**src/rtl/demux_stream.sv**
```systemverilog
// Two-way registered stream demultiplexer: each input beat is steered by selecter into one of
// two 2-entry port FIFOs, with per-port delivered-beat counters.
module demux_stream #(
   parameter int unsigned WIDTH = 32,
   parameter int unsigned CNT_W = 16
) (
   input  logic             clk,
   input  logic             rst_n,
   input  logic [WIDTH-1:0] inputdata,
   input  logic             selecter,
   input  logic             in_valid,
   output logic             in_ready,
   output logic [WIDTH-1:0] outputdata_0,
   output logic             out_valid_0,
   input  logic             out_ready_0,
   output logic [WIDTH-1:0] outputdata_1,
   output logic             out_valid_1,
   input  logic             out_ready_1,
   input  logic             clear_cnt,
   output logic [CNT_W-1:0] count_0,
   output logic [CNT_W-1:0] count_1
);

   // Storage is indexed [port][entry]
   logic [WIDTH-1:0] r_mem [2][2];
   logic [1:0]       r_wptr;
   logic [1:0]       r_rptr;
   logic [1:0]       r_occ [2];
   logic [CNT_W-1:0] r_cnt [2];

   logic w_full     [2];
   logic w_push     [2];
   logic w_pop      [2];
   logic w_out_rdy  [2];
   logic w_accept;

   assign w_out_rdy[0] = out_ready_0;
   assign w_out_rdy[1] = out_ready_1;

   always_comb begin
      for (int p = 0; p < 2; p++) begin
         w_full[p] = (r_occ[p] == 2'd2);
         w_pop[p]  = (r_occ[p] != 2'd0) && w_out_rdy[p];
      end
   end

   // Ready depends only on selecter and registered full flags, so a pop never
   // opens a same-cycle path into a full FIFO.
   assign in_ready  = selecter ? !w_full[1] : !w_full[0];
   assign w_accept  = in_valid && in_ready;
   assign w_push[0] = w_accept && !selecter;
   assign w_push[1] = w_accept && selecter;

   always_ff @(posedge clk or negedge rst_n) begin
      if (!rst_n) begin
         r_wptr <= 2'b00;
         r_rptr <= 2'b00;
         for (int p = 0; p < 2; p++) begin
            r_occ[p]    <= 2'd0;
            r_cnt[p]    <= '0;
            r_mem[p][0] <= '0;
            r_mem[p][1] <= '0;
         end
      end else begin
         for (int p = 0; p < 2; p++) begin
            if (w_push[p]) begin
               r_mem[p][r_wptr[p]] <= inputdata;
               r_wptr[p]           <= ~r_wptr[p];
            end
            if (w_pop[p]) begin
               r_rptr[p] <= ~r_rptr[p];
            end
            case ({w_push[p], w_pop[p]})
               2'b10:   r_occ[p] <= r_occ[p] + 2'd1;
               2'b01:   r_occ[p] <= r_occ[p] - 2'd1;
               default: r_occ[p] <= r_occ[p];
            endcase
            if (clear_cnt) begin
               r_cnt[p] <= '0;
            end else if (w_pop[p]) begin
               r_cnt[p] <= r_cnt[p] + 1'b1;
            end
         end
      end
   end

   assign outputdata_0 = r_mem[0][r_rptr[0]];
   assign outputdata_1 = r_mem[1][r_rptr[1]];
   assign out_valid_0  = (r_occ[0] != 2'd0);
   assign out_valid_1  = (r_occ[1] != 2'd0);
   assign count_0      = r_cnt[0];
   assign count_1      = r_cnt[1];

endmodule

```
**config.mk**
```make
export PLATFORM = sky130hd
export DESIGN_NAME = demux_stream
export DESIGN_NICKNAME = d
export VERILOG_FILES = /design/src/rtl/demux_stream.sv
export SDC_FILE = /design/constraint.sdc
export NUM_CORES = 1
export LEC_CHECK = 0
export CAP_MARGIN = 30
export CORE_MARGIN = 1.5
export CORE_UTILIZATION = 30
export CTS_CLUSTER_SIZE = 12
export DETAILED_ROUTE_END_ITERATION = 8
export GPL_TIMING_DRIVEN = 0
export SYNTH_ARGS = -nofsm -noshare
export SYNTH_HDL_FRONTEND = slang
export SYNTH_SLANG_ARGS = --single-unit
```
**constraint.sdc**
```tcl
create_clock -name clk -period 3.3 [get_ports clk]
set_clock_uncertainty 0.2 [all_clocks]
set_input_delay 0.495 -clock clk [delete_from_list [all_inputs] [get_ports clk]]
set_output_delay 0.495 -clock clk [all_outputs]
set_load 0.005 [all_outputs]
```
==> results of run 1 <==
-- synthesized netlist by cell type --
| master | number |
|---|---|
| sky130_fd_sc_hd__a21o_1 | 1 |
| sky130_fd_sc_hd__a21oi_1 | 8 |
| sky130_fd_sc_hd__a31o_2 | 1 |
| sky130_fd_sc_hd__and2_1 | 1 |
| sky130_fd_sc_hd__and3_1 | 1 |
| sky130_fd_sc_hd__buf_2 | 14 |
| sky130_fd_sc_hd__clkbuf_1 | 13 |
| sky130_fd_sc_hd__dfrtp_1 | 168 |
| sky130_fd_sc_hd__ha_1 | 4 |
| sky130_fd_sc_hd__inv_1 | 8 |
| sky130_fd_sc_hd__mux2_1 | 4 |
| sky130_fd_sc_hd__mux2_2 | 194 |
| sky130_fd_sc_hd__nand2_1 | 10 |
| sky130_fd_sc_hd__nand2b_1 | 4 |
| sky130_fd_sc_hd__nand3_1 | 10 |
| sky130_fd_sc_hd__nand3b_1 | 1 |
| sky130_fd_sc_hd__nand4_1 | 6 |
| sky130_fd_sc_hd__nand4_4 | 1 |
| sky130_fd_sc_hd__nand4b_1 | 1 |
| sky130_fd_sc_hd__nor2_1 | 32 |
| sky130_fd_sc_hd__nor2b_1 | 5 |
| sky130_fd_sc_hd__nor3_1 | 6 |
| sky130_fd_sc_hd__nor4_1 | 6 |
| sky130_fd_sc_hd__nor4_2 | 2 |
| sky130_fd_sc_hd__o2111ai_1 | 2 |
| sky130_fd_sc_hd__o211ai_4 | 1 |
| sky130_fd_sc_hd__o21a_1 | 1 |
| sky130_fd_sc_hd__o21ai_0 | 4 |
| sky130_fd_sc_hd__o21ai_2 | 1 |
| sky130_fd_sc_hd__or2_2 | 2 |
| sky130_fd_sc_hd__or3_1 | 3 |
| sky130_fd_sc_hd__or3_2 | 1 |
| sky130_fd_sc_hd__or4_4 | 1 |
| sky130_fd_sc_hd__xnor2_1 | 22 |
| sky130_fd_sc_hd__xor2_1 | 7 |
-- what timing repair did --
action,4_1_cts,5_1_grt
buffers inserted,0,0
hold buffers,1,0
endpoints found under the setup margin,14,29
hold endpoints to repair,92,0
gates resized for setup,3,6
pin swaps,0,0
-- critical path: stages, from the launching register on --
cell and delay (ns):
sky130_fd_sc_hd__dfrtp_1 0.32, sky130_fd_sc_hd__clkbuf_1 0.32, sky130_fd_sc_hd__clkbuf_2 0.41, sky130_fd_sc_hd__mux2_2 0.39
sky130_fd_sc_hd__clkdlybuf4s50_1 0.49
-- registers in the layout (all words and copies together), names as in the netlist --
| register | cells |
|---|---|
| r_mem | 128 |
| count_1 | 16 |
| r_occ | 4 |
| r_rptr | 2 |
| r_wptr | 2 |
| count_0 | 16 |
-- through the flow --
step | power, W | setup TNS [ns] | utilization [%] | hold WS (ns) | setup WS [ns]
3_5_place_dp | 0.00720 | 0 | 38.1 | 0.275 | 0.398
3_3_place_gp | 0.00715 | -972.50 | 37.9 | 0.266 | -5.81
5_1_grt | 0.00973 | 0 | 40.6 | 0.299 | 0.138
4_1_cts | 0.00931 | 0 | 40.6 | 0.289 | 0.0275
2_1_floorplan | 0.00532 | 0 | - | -0.000591 | 1.30
6_report | 0.00914 | 0 | 40.6 | 0.285 | 0.268
-- final cells by class --
cell class	instances	share of cell area, %
buffer	27	1.27
clock buffer	20	4.50
clock inverter	11	1.49
inverter	8	0.303
multi-input combinational	343	31.8
sequential	168	42.4
tap	324	4.09
timing repair buffer	138	14.1
-- kinds of logic (layout without fill, tap and decap cells) --
logic type | after synthesis | after routing
and+or+nand+nor | 93 | 93
DFF | 168 | 168
muxes | 198 | 198
buffers and inverters | 35 | 204
xor gates and xnor gates | 29 | 29
adders and majority gates | 4 | 4
AOI/OAI and AO/OA | 19 | 19
-- per-layer routing --
layer  part of all wire (%)  wire length (um)  up-vias
met4                   0.67               115        0
met3                    3.3               560        9
met1                     49              8350     2423
li1                       -                 -     2255
met5                      0                 0        -
met2                     47              8100       92
-- final timing paths --
path	from	to	slack (ns)	depth (start not counted)
min in group asynchronous	rst_n	r_mem[70]$_DFFE_PN0P_	0.49	2
worst max register to register	r_occ[0]$_DFFE_PN0P_	r_mem[53]$_DFFE_PN0P_	0.91	6
worst min register to register	r_mem[100]$_DFFE_PN0P_	r_mem[100]$_DFFE_PN0P_	0.28	1
worst max-delay path	r_rptr[1]$_DFFE_PN0P_	outputdata_1[31]	0.27	4
max in group asynchronous	rst_n	r_mem[53]$_DFFE_PN0P_	1.57	3
worst min-delay path	r_mem[100]$_DFFE_PN0P_	r_mem[100]$_DFFE_PN0P_	0.28	1
-- where the power goes --
part	switching (W)	total, W	internal, W	leakage, nW
logic	0.00129	0.00376	0.00247	1.69
registers	0.000408	0.00334	0.00293	2.06
clock network	0.000826	0.00204	0.00121	0.290
==> key figures, run 1 <==
Outcome
  • Run status: finished, final reports clean

Cells and area
  • Filler instances: 2347
  • Net count of the finished layout: about 750
  • Non-filler instance count after layout: 1039
  • Layout cell share with drive strength beyond 1: between 30% and 40%
  • Reg area: 0.00420 mm2
  • Commonest non-fill, non-tap cell in the layout: sky130_fd_sc_hd__mux2_2
  • Total area of multi-input combinational cells: 0.00316 mm2
  • Final design instance area without fill: 0.00992 mm2
  • Antenna cell count: 0
  • Highest-count cells in the layout ignoring fill and taps: sky130_fd_sc_hd__mux2_2, sky130_fd_sc_hd__dfrtp_1, sky130_fd_sc_hd__clkdlybuf4s50_1
  • Area added between synthesis and finish: 32.1%

Global route
  • Routing usage on met3: under 10%
  • Met2 GRT Util: 22.0%
  • Grt met1 use: 18.8%
  • Most utilized layer in the global route result: met2
  • Number of antenna violations at the first check in global routing: 0
  • GRT overflow: 0
  • Number of global-route vias before repair: 4937
  • First-pass GRT wire length: around 27000 um
  • Largest net degree at the start of global routing: 94
  • Global router's overall resource usage: 13.6%

Logic synthesis
  • Xor and xnor area share after synthesis: 3.38%
  • Share of the synthesized area in the top cell type: 56.0%
  • Mean Syn Cell Area: 13.8 um2
  • Post-synthesis simple-gate area fraction: roughly 6.6%
  • Biggest area consumer among synthesized cells: sky130_fd_sc_hd__dfrtp_1
  • Netlist cell types: 35
  • Synthesized instance count: between 500 and 600
  • Warnings from Yosys: 0
  • Multiplexer area fraction after synthesis: 29.7%
  • Ranking of synthesized cells by area: sky130_fd_sc_hd__dfrtp_1, sky130_fd_sc_hd__mux2_2, sky130_fd_sc_hd__xnor2_1, sky130_fd_sc_hd__nor2_1, sky130_fd_sc_hd__buf_2
  • Syn Std Cell Area: 0.00751 mm2
  • Combinational family with the most area after synthesis: multiplexers
  • Area fraction in compound gates after synthesis: approximately 1.7%
  • Synth Net Count: 589
  • Post-synthesis share of cell area spent on full adders, half adders and majority gates: less than 1%
  • Sequential cell area fraction in the yosys report: 56.0%
  • FF+latch count, synth: 168

Clock network
  • CTS tree: yes
  • Maximum clock path buffer count: 2
  • Number of H-tree branching levels: 4
  • Cell at the root of the clock tree: sky130_fd_sc_hd__clkbuf_16
  • Total CTS buffers: 17
  • Clock slew at the register clock pins of the worst setup and hold paths: 0.06 ns
  • Clock Latency Late Sink: 0.41 ns
  • Clock Sink Count: 168

Setup path
  • Crit path launch type: flip-flop
  • Arrival time reported for the critical path endpoint: ~2.3 ns
  • Crit path required time: ~2.6 ns
  • Kind of critical path: flip-flop to output pin
  • Endpoint type of the worst setup path: output pin
  • Biggest fanout along the worst timing path: 10

Place
  • Hpwl dp: about 11000 um
  • Placer's final routability congestion estimate: between 0.7 and 0.8
  • Quantity of I/O buffers inserted on ports: 136
  • Placement Cell Area: 0.00931 mm2
  • Total placed cells including tap cells: 1007

Detailed routing
  • DRC violation total after the first TritonRoute iteration: 140
  • Number of vias in the routed layout: 4779
  • Detailed-route DRC error count: 0
  • Total wire length: between 15000 and 20000 um
  • DR pass1 iterations: 4
  • Routed via count divided by cell count: 4.60
  • Number of nets still failing antenna checks after routing: 0
  • Average wire length per cell after detail routing: 16.5 um

Die
  • Horiz. Die Dim: 161 um
  • Die Span Y: roughly 160 um
  • Ports: 138
  • Placeable Area: approximately 0.024 mm2
  • Total Die Area: ~0.026 mm2
  • Initial core utilization: 30.7%
  • Placement Rows: 57

STA
  • Setup Viol. Count Final: 0
  • Unrepaired setup endpoints after global routing: false
  • Max-slew violation count: 0
  • Final cycle utilization of the critical path: 91.9%
  • Transition time at the pin with the least slew margin: 0.731 ns
  • Timing-limited maximum frequency: about 0.33 GHz
  • Final critical path time including I/O delays and setup: ~3.0 ns
  • Final hold viol count: 0
  • Slew Limit Headroom: 51.2%

Job
  • Reported max-cap violation count: 0

Pwr
  • Leak pwr: 4.04 nW
  • Ratio of total power to cell area: 921 mW/mm2
  • Worst vdd rail ir drop: 0.375 mV

Min path
  • Path type of the worst min-delay path: flip-flop to flip-flop
Power figures use the tool's default switching activity.
==> run 2, diff against run 1 <==
PLACE_DENSITY = 0.51   (was default)
==> key figures, run 2 (synthesized netlist as in run 1, its figures left out) <==
Job
  • Reported max-cap violation count: 0

Clock network
  • Total CTS buffers: 17
  • Number of H-tree branching levels: 4
  • Clock slew at the register clock pins of the worst setup and hold paths: 0.07 ns
  • Cell at the root of the clock tree: sky130_fd_sc_hd__clkbuf_16
  • Clock Latency Late Sink: 0.42 ns
  • CTS tree: yes
  • Clock Sink Count: 168
  • Maximum clock path buffer count: 2

Cells and area
  • Highest-count cells in the layout ignoring fill and taps: sky130_fd_sc_hd__mux2_2, sky130_fd_sc_hd__dfrtp_1, sky130_fd_sc_hd__clkdlybuf4s50_1
  • Reg area: 0.00420 mm2
  • Top register by number of flip-flops: r_mem
  • Area added between synthesis and finish: 32.1%
  • Net count of the finished layout: 746
  • Antenna cell count: 0
  • Commonest non-fill, non-tap cell in the layout: sky130_fd_sc_hd__mux2_2
  • Final design instance area without fill: about 0.0099 mm2
  • Non-filler instance count after layout: 1040
  • Finished Core Util: 40.6%
  • Filler instances: 2307
  • Total area of multi-input combinational cells: 0.00316 mm2
  • Layout cell share with drive strength beyond 1: 35.8%
  • Max reg flops: 128

Setup path
  • Worst setup path end: outputdata_0[30]
  • Worst flop-to-flop path startpoint: r_occ[2]$_DFFE_PN0P_
  • Endpoint type of the worst setup path: output pin
  • Reg2Reg Depth: 6
  • Critical path's top delay family: buffers and inverters
  • Cell repeated most along the worst path: sky130_fd_sc_hd__clkbuf_1
  • Kind of critical path: flip-flop to output pin
  • Crit path required time: about 2.6 ns
  • Worst path depth: 4
  • Master of the slowest instance on the critical path: sky130_fd_sc_hd__clkbuf_1
  • Critical Path Start: r_rptr[0]$_DFFE_PN0P_
  • Biggest fanout along the worst timing path: 10
  • Arrival time reported for the critical path endpoint: 2.51 ns
  • Number of buffers and inverters on the critical path: 3
  • Worst path max stage delay: 0.59 ns
  • Slack of the worst reg-to-reg path: 1.00 ns
  • Ordered cell list for the critical path: clkbuf_1 > clkbuf_1 > mux2_2 > clkdlybuf4s50_1
  • Crit path launch type: flip-flop
  • Critical R2R Capture: r_mem[106]$_DFFE_PN0P_

Die
  • Initial core utilization: a little under a third
  • Placement Rows: 57
  • Die Span Y: 161 um
  • Ports: 138
  • Total Die Area: 0.0260 mm2
  • Horiz. Die Dim: 161 um
  • Placeable Area: ~0.024 mm2

Global route
  • Number of global-route vias before repair: roughly 5400
  • GRT overflow: 0
  • Met2 GRT Util: 25.4%
  • First-pass GRT wire length: 29500 um
  • Number of antenna violations at the first check in global routing: 0
  • Largest net degree at the start of global routing: 101
  • Routing usage on met3: under 10%
  • Global router's overall resource usage: 14.7%
  • Most utilized layer in the global route result: met2
  • Grt met1 use: 18.2%

Place
  • Placement Cell Area: 0.00931 mm2
  • Placer's final routability congestion estimate: 0.803
  • Hpwl dp: between 10000 and 15000 um
  • Total placed cells including tap cells: 1007
  • Quantity of I/O buffers inserted on ports: 136

Detailed routing
  • Number of vias in the routed layout: 4783
  • DR pass1 iterations: 4
  • Detailed-route DRC error count: 0
  • Routed via count divided by cell count: roughly 4.6
  • Average wire length per cell after detail routing: 17.4 um
  • Total wire length: 18100 um
  • Number of nets still failing antenna checks after routing: 0
  • DRC violation total after the first TritonRoute iteration: 150

Min path
  • Cell depth of the worst hold path: 1
  • Path type of the worst min-delay path: flip-flop to flip-flop

STA
  • Timing-limited maximum frequency: 0.312 GHz
  • Max-slew violation count: 0
  • Final Hold Slack: between 0.2 and 0.3 ns
  • Transition time at the pin with the least slew margin: 0.706 ns
  • Final cycle utilization of the critical path: 97.1%
  • Setup Viol. Count Final: 0
  • Slew Limit Headroom: a little over half
  • Unrepaired setup endpoints after global routing: true
  • Final hold viol count: 0
  • Final critical path time including I/O delays and setup: between 3 and 4 ns

Pwr
  • Sequential power share: 36.4%
  • Logic gate share of total power: 41.4%
  • Post-route total power: 0.00920 W
  • Ratio of total power to cell area: between 900 and 1000 mW/mm2
  • Worst vdd rail ir drop: 0.315 mV
  • Fraction of power consumed by the clock network: 22.2%
  • Switching power: 0.00265 W
  • Switching Share: 28.8%
  • Internal Dissipation: between 0.006 and 0.007 W
  • Leak pwr: 4.02 nW

Outcome
  • Run status: finished, final reports clean
==> run 2: worst reg2reg max path: stages (launching register included) <==
cell and delay (ns):
sky130_fd_sc_hd__dfrtp_1 0.32, sky130_fd_sc_hd__buf_2 0.19, sky130_fd_sc_hd__nand2b_1 0.17, sky130_fd_sc_hd__nand3b_1 0.15, sky130_fd_sc_hd__nor2_1 0.37, sky130_fd_sc_hd__buf_2 0.39
sky130_fd_sc_hd__mux2_2 0.38
==> run 2: repair_timing <==
item	CTS	global route
hold buffers	1	0
gates resized for setup	4	1
endpoints found under the setup margin	31	19
setup buffers	0	0
hold endpoints to repair	68	0
==> run 2: power groups by stage <==
stage / Combinational [W] / Clock (W) / Sequential (W)
after CTS: 0.00392 / 0.00211 / 0.00336
after detailed placement: 0.00388 / 0 / 0.00340
after global routing: 0.00413 / 0.00221 / 0.00346
after floorplan: 0.00207 / 0 / 0.00325
final: 0.00381 / 0.00204 / 0.00335
after global placement: 0.00381 / 0 / 0.00333
==> run 2: cell type report <==
| class | instances | share of cell area [%] |
|---|---|---|
| clock inverter | 14 | 1.63 |
| clock buffer | 18 | 4.42 |
| tap | 324 | 4.08 |
| timing repair buffer | 138 | 14.1 |
| inverter | 8 | 0.302 |
| multi-input combinational | 343 | 31.8 |
| buffer | 27 | 1.25 |
| sequential | 168 | 42.3 |
==> run 2: worst min-delay path by stage <==
stage,startpoint,endpoint,slack (ns)
floorplan,rst_n,count_0[0]$_DFFE_PN0P_,-0.0006
global placement,r_mem[100]$_DFFE_PN0P_,r_mem[100]$_DFFE_PN0P_,0.26
detailed placement,r_mem[103]$_DFFE_PN0P_,r_mem[103]$_DFFE_PN0P_,0.28
CTS,r_mem[103]$_DFFE_PN0P_,r_mem[103]$_DFFE_PN0P_,0.29
global route,r_mem[64]$_DFFE_PN0P_,r_mem[64]$_DFFE_PN0P_,0.31
finish,r_mem[103]$_DFFE_PN0P_,r_mem[103]$_DFFE_PN0P_,0.29
==> run 2: routing by layer <==
layer / up-vias / share of wire, %
li1: 2235 / -
met1: 2462 / 45
met2: 75 / 51
met3: 11 / 2.8
met4: 0 / 1.2
met5: - / 0
==> run 2: per-stage QoR <==
step / TNS, ns / setup slack (ns)
6_report: 0 / 0.0951
5_1_grt: -1.17 / -0.0795
4_1_cts: 0 / 0.0161
3_5_place_dp: 0 / 0.349
3_3_place_gp: -880.00 / -5.26
2_1_floorplan: 0 / 1.30
